`config.mk`:
```
export PLATFORM = sky130hd
export DESIGN_NAME = btn_debounce
export DESIGN_NICKNAME = d
export VERILOG_FILES = /design/src/rtl/btn_debounce.sv
export SDC_FILE = /design/constraint.sdc
export NUM_CORES = 1
export LEC_CHECK = 0
export ABC_CLOCK_PERIOD_IN_PS = 4600
export CAP_MARGIN = 0
export CORE_MARGIN = 2
export CORE_UTILIZATION = 60
export DETAILED_ROUTE_END_ITERATION = 10
export PLACE_DENSITY = 0.83
export SYNTH_ARGS = -nofsm -noshare
export SYNTH_HDL_FRONTEND = slang
export SYNTH_SLANG_ARGS = --single-unit
```
`constraint.sdc`:
```
create_clock -name clk -period 4.6 [get_ports clk]
set_input_delay 0.92 -clock clk [delete_from_list [all_inputs] [get_ports clk]]
set_output_delay 0.92 -clock clk [all_outputs]
set_load 0.02 [all_outputs]
```
`src/rtl/btn_debounce.sv`:
```
// Push-button front end: two-flop synchroniser, debounce FSM,
// registered level/press/release/long-hold strobes and a press counter.
module btn_debounce #(
    parameter int unsigned DEBOUNCE_CYC = 500000,
    parameter int unsigned LONG_CYC     = 50000000,
    parameter int unsigned CNT_W        = 8,
    parameter bit          ACTIVE_LOW   = 1'b1
) (
    input  logic             clk,
    input  logic             rst,
    input  logic             btn_raw,
    output logic             btn_level,
    output logic             press_pulse,
    output logic             release_pulse,
    output logic             long_pulse,
    output logic [CNT_W-1:0] press_count
);

    localparam int unsigned DW = $clog2(DEBOUNCE_CYC + 1);
    localparam int unsigned HW = $clog2(LONG_CYC + 1);

    localparam logic          REL_PIN = logic'(ACTIVE_LOW);
    localparam logic [DW-1:0] D_LAST  = DW'(DEBOUNCE_CYC - 1);
    localparam logic [HW-1:0] H_LAST  = HW'(LONG_CYC - 1);
    localparam logic [HW-1:0] H_MAX   = HW'(LONG_CYC);

    typedef enum logic [1:0] {
        RELEASED,
        PRESS_CHK,
        PRESSED,
        REL_CHK
    } state_t;

    state_t           state_q, state_d;
    logic             s1_q, s1_d;
    logic             s2_q, s2_d;
    logic [DW-1:0]    dcnt_q, dcnt_d;
    logic [HW-1:0]    hcnt_q, hcnt_d;
    logic             level_q, level_d;
    logic             press_q, press_d;
    logic             rel_q, rel_d;
    logic             long_q, long_d;
    logic [CNT_W-1:0] count_q, count_d;
    logic             b;

    always_comb begin
        s1_d    = btn_raw;
        s2_d    = s1_q;
        b       = ACTIVE_LOW ? ~s2_q : s2_q;
        state_d = state_q;
        dcnt_d  = dcnt_q;
        hcnt_d  = hcnt_q;
        level_d = level_q;
        count_d = count_q;
        press_d = 1'b0;
        rel_d   = 1'b0;
        long_d  = 1'b0;

        unique case (state_q)
            RELEASED: begin
                if (b) begin
                    state_d = PRESS_CHK;
                    dcnt_d  = '0;
                end
            end
            PRESS_CHK: begin
                if (!b) begin
                    state_d = RELEASED;
                end else if (dcnt_q == D_LAST) begin
                    state_d = PRESSED;
                    press_d = 1'b1;
                    level_d = 1'b1;
                    count_d = count_q + 1'b1;
                    hcnt_d  = '0;
                end else begin
                    dcnt_d = dcnt_q + 1'b1;
                end
            end
            PRESSED, REL_CHK: begin
                // Hold time runs through release bounces; saturation
                // keeps long_pulse to a single shot per press.
                if (hcnt_q != H_MAX) begin
                    hcnt_d = hcnt_q + 1'b1;
                end
                long_d = (hcnt_q == H_LAST);
                if (state_q == PRESSED) begin
                    if (!b) begin
                        state_d = REL_CHK;
                        dcnt_d  = '0;
                    end
                end else if (b) begin
                    state_d = PRESSED;
                end else if (dcnt_q == D_LAST) begin
                    state_d = RELEASED;
                    rel_d   = 1'b1;
                    level_d = 1'b0;
                end else begin
                    dcnt_d = dcnt_q + 1'b1;
                end
            end
            default: begin
                state_d = RELEASED;
            end
        endcase
    end

    always_ff @(posedge clk) begin
        if (rst) begin
            state_q <= RELEASED;
            s1_q    <= REL_PIN;
            s2_q    <= REL_PIN;
            dcnt_q  <= '0;
            hcnt_q  <= '0;
            level_q <= 1'b0;
            press_q <= 1'b0;
            rel_q   <= 1'b0;
            long_q  <= 1'b0;
            count_q <= '0;
        end else begin
            state_q <= state_d;
            s1_q    <= s1_d;
            s2_q    <= s2_d;
            dcnt_q  <= dcnt_d;
            hcnt_q  <= hcnt_d;
            level_q <= level_d;
            press_q <= press_d;
            rel_q   <= rel_d;
            long_q  <= long_d;
            count_q <= count_d;
        end
    end

    assign btn_level     = level_q;
    assign press_pulse   = press_q;
    assign release_pulse = rel_q;
    assign long_pulse    = long_q;
    assign press_count   = count_q;

endmodule

```
==> reports/results.ini <==
[grt]
first_global_vias = 2396
grt_overflow = 0
largest_net_degree_at_the_start_of_global_routing = 46
first_pass_grt_wire_length_um = 10800
antenna_found_initial = 0
grt_util_all_layers_pct = 24.9

[clocking]
post_cts.repair.setup_buffers = 0
cts-htree-levels = 3
cts.path.max_buffers = 2
worst_skew_pair.late_latency_ns = 0.34
clock-sinks = 61
clock-root-buffer = sky130_fd_sc_hd__clkbuf_8
post_cts_resized = 0
cts.reportedPaths.clkPinSlew_ns = 0.06
post_cts_hold_buffer_count = 0
tritoncts_clock_tree = done
cts_made_buffers = 9

[layout]
layout.filler_cells = 401
syn_to_final_growth_pct = 11.1
layout-drive-gt1-share_pct = 6.82
diodes = 0
fin_cells = 448
final_net_count = 384

[critical_path]
start_kind = flip-flop
worstSetupEndpointType = flip-flop
timing.setup.critical_path_class = flip-flop to flip-flop
critical_path.top_delay_family = simple AND/OR/NAND/NOR gates
critical-path-max-stage-delay_ns = 0.75
crit_path_max_fanout = 21
crit_required_ns = 4.83
crit_path_top_delay_cell = sky130_fd_sc_hd__nor4b_1
cp.buffers_inverters = 0
timing.critical_path.cells = or4b_1 > nor4b_1 > a21o_1 > or4_1 > nand2_1
arrival_ns = 2.99

[yosys]
postSynthNetCount = 371
ys_dominant_reg_cell = sky130_fd_sc_hd__dfxtp_1
synth-seq-area-share_pct = 40.6
post_synthesis_area_per_instance_um2 = 8.25
ys_ff_latch = 61
post_synthesis_cells = 364
async_flop_share_pct = 0
edff_count_synth = 0
netlist_area_um2 = 3000
number_of_warning_messages_in_the_yosys_log = 0
distinct_cells_synth = 48

[floorplan]
die_x_um = 74.8
pin_count = 15
std_cell_rows = 25
design.die.area_um2 = 5590
start_util_pct = 62.8
floorplan.die.height_um = 74.8
floorplan.core_area_um2 = 4790

[power_and_ir_drop]
power.clock.fraction_pct = 41.7
cell_internal_pwr_mw = 0.743
switching_share_pct = 21.8
power.leakage_nw = 1.01
ir_worst_vdd_mv = 0.192
combPwrFrac_pct = 2.2
power_per_cell_area_nw_per_um2 = 285
pwr-share-seq_pct = 56.1
power_switching_mw = 0.207

[routing]
topRoutingLayerUsed = met4
detail_route.first_pass.iterations = 5
drtIter0Drc = 277
post_drt_wl_per_cell_um = 14.2
drcViolationCount = 0
wire_length_reported_by_the_detailed_router_um = 6380
wl_met1_um = 3040
drt.antenna.violating_nets = 0
vias = 2730
routed-wl-met2_um = 2930
avgViaCountPerCell = 6.09
met3RoutedLength_um = 312

[placement]
detailedPlacementHpwl_um = 4280
routability_congestion_estimate = 0.875
pre_cts_ws_ns = 1.55
cell_count_post_placement = 433
io_buffer_count = 14

[sta]
finalWorstSetupSlack_ns = 1.84
fin_tns_setup_ns = 0
worst_slew_margin_rel_pct = 18.3
finClkSkew_ns = 0.00642
hold_viol_final = 0
layout_min_cycle_time_ns = 2.76
post-route-period-util_pct = 60.1
worstMarginPinSlew_ns = 1.22
highest_achievable_clock_rate_ghz = 0.362
setup_repair_after_global_routing_missed_its_margin = no
timing.final.max_slew_violations = 0
setup_violators_final = 0

[status]
status = finished, final reports clean

[worst_hold_path]
min_path_type = flip-flop to flip-flop

[job]
drv_cap = 0

-- per-stage QoR --
step | area [um2] | util [%] | power (mW) | hold slack, ns
floorplan | 3000 | - | 0.559 | 0.389
global placement | 3180 | 66.4 | 0.565 | 0.404
detailed placement | 3180 | 66.4 | 0.566 | 0.413
CTS | 3340 | 69.7 | 0.962 | 0.418
global route | 3340 | 69.7 | 0.987 | 0.429
finish | 3340 | 69.7 | 0.951 | 0.410
-- path summary, 6_finish.rpt --
check,from,to,slack (ns),cells after the start
setup / recovery,dcnt_q[7],hcnt_q[20],1.84,5
hold / removal,s1_q,s2_q,0.41,1
setup reg to reg,dcnt_q[7],hcnt_q[20],1.84,5
hold reg to reg,s1_q,s2_q,0.41,1
-- layout by cell type (no fill, tap or decap), types with 2 or more instances in the layout --
| cell type | count |
|---|---|
| sky130_fd_sc_hd__nand3_1 | 19 |
| sky130_fd_sc_hd__o31ai_1 | 9 |
| sky130_fd_sc_hd__and3_1 | 6 |
| sky130_fd_sc_hd__clkbuf_8 | 10 |
| sky130_fd_sc_hd__ha_1 | 4 |
| sky130_fd_sc_hd__xnor2_1 | 4 |
| sky130_fd_sc_hd__nor4bb_1 | 3 |
| sky130_fd_sc_hd__a211oi_1 | 4 |
| sky130_fd_sc_hd__a21oi_1 | 39 |
| sky130_fd_sc_hd__xor2_1 | 12 |
| sky130_fd_sc_hd__nor4_1 | 5 |
| sky130_fd_sc_hd__clkbuf_1 | 3 |
| sky130_fd_sc_hd__a21o_1 | 2 |
| sky130_fd_sc_hd__or2_2 | 4 |
| sky130_fd_sc_hd__inv_1 | 11 |
| sky130_fd_sc_hd__nor2_1 | 27 |
| sky130_fd_sc_hd__nand2b_1 | 3 |
| sky130_fd_sc_hd__nor3_2 | 2 |
| sky130_fd_sc_hd__dfxtp_1 | 61 |
| sky130_fd_sc_hd__mux2i_1 | 3 |
| sky130_fd_sc_hd__or4b_1 | 2 |
| sky130_fd_sc_hd__nand3b_1 | 3 |
| sky130_fd_sc_hd__o211ai_1 | 2 |
| sky130_fd_sc_hd__nand2_1 | 29 |
| sky130_fd_sc_hd__nor2b_1 | 3 |
| sky130_fd_sc_hd__and2_1 | 2 |
| sky130_fd_sc_hd__nand4_1 | 15 |
| sky130_fd_sc_hd__o21ai_0 | 24 |
| sky130_fd_sc_hd__or4_4 | 2 |
| sky130_fd_sc_hd__nor3_1 | 7 |
| sky130_fd_sc_hd__clkinv_2 | 2 |
| sky130_fd_sc_hd__clkdlybuf4s50_1 | 14 |
| sky130_fd_sc_hd__or4_1 | 11 |
| sky130_fd_sc_hd__or3_1 | 18 |
-- final cells by class --
class	instances	area (um2)	share of cell area, %
inverters	11	41.3	1.24
clock buffers	13	149	4.46
well taps	67	83.8	2.51
flip-flops and latches	61	1220	36.6
clock inverters	2	10.0	0.300
repair buffers	15	148	4.42
multi-input cells	279	1680	50.5
-- state kept, by name (all words and copies together), names as in the netlist, named ones only --
name and count:
hcnt_q 26, dcnt_q 19, press_count 8, btn_level 1, long_pulse 1, press_pulse 1
release_pulse 1, s1_q 1, s2_q 1, state_q 1
-- logic make-up (layout without fill, tap and decap cells) --
logic type      after synthesis  count (layout)  share of synthesized area [%]
buf+inv                      24              41                           3.29
mux                           3               3                           1.00
flops                        61              61                           40.6
compound gates               88              88                           17.2
simple gates                168             168                           31.6
xor+xnor                     16              16                           4.66
fa+ha+maj                     4               4                           1.67
-- per-layer routing --
| layer | up-vias | GRT usage [%] |
|---|---|---|
| met3 | 9 | 7.76 |
| li1 | 1372 | - |
| met5 | - | 0 |
| met1 | 1272 | 34.1 |
| met4 | 0 | 8.33 |
| met2 | 77 | 37.7 |
-- cells in the mapped netlist (2+ instances only) --
cell type	count	share of area [%]
sky130_fd_sc_hd__o31ai_1	9	2.2
sky130_fd_sc_hd__o211ai_1	2	0.50
sky130_fd_sc_hd__nand3b_1	3	0.75
sky130_fd_sc_hd__clkbuf_1	10	1.2
sky130_fd_sc_hd__dfxtp_1	61	41
sky130_fd_sc_hd__nand3_1	19	3.2
sky130_fd_sc_hd__xnor2_1	4	1.2
sky130_fd_sc_hd__a211oi_1	4	1.0
sky130_fd_sc_hd__or4b_1	2	0.67
sky130_fd_sc_hd__nand4_1	15	3.1
sky130_fd_sc_hd__nor3_2	2	0.67
sky130_fd_sc_hd__mux2i_1	3	1.0
sky130_fd_sc_hd__inv_1	11	1.4
sky130_fd_sc_hd__and3_1	6	1.2
sky130_fd_sc_hd__nand2_1	29	3.6
sky130_fd_sc_hd__nor2b_1	3	0.62
sky130_fd_sc_hd__a21oi_1	39	6.5
sky130_fd_sc_hd__o21ai_0	24	4.0
sky130_fd_sc_hd__xor2_1	12	3.5
sky130_fd_sc_hd__nor4_1	5	1.0
sky130_fd_sc_hd__or3_1	18	3.7
sky130_fd_sc_hd__nor4bb_1	3	1.0
sky130_fd_sc_hd__and2_1	2	0.42
sky130_fd_sc_hd__buf_4	2	0.50
sky130_fd_sc_hd__nand2b_1	3	0.62
sky130_fd_sc_hd__or4_4	2	0.75
sky130_fd_sc_hd__nor3_1	7	1.2
sky130_fd_sc_hd__ha_1	4	1.7
sky130_fd_sc_hd__or2_2	4	0.83
sky130_fd_sc_hd__a21o_1	2	0.50
sky130_fd_sc_hd__nor2_1	27	3.4
sky130_fd_sc_hd__or4_1	11	2.7
-- power groups by stage --
| stage | Clock, mW | Combinational [mW] | Sequential [mW] |
|---|---|---|---|
| floorplan | 0 | 0.0144 | 0.545 |
| global placement | 0 | 0.0207 | 0.544 |
| detailed placement | 0 | 0.0211 | 0.545 |
| CTS | 0.408 | 0.0212 | 0.533 |
| global route | 0.430 | 0.0234 | 0.533 |
| finish | 0.396 | 0.0211 | 0.533 |
Note: power is estimated with default switching activity, not from simulation.
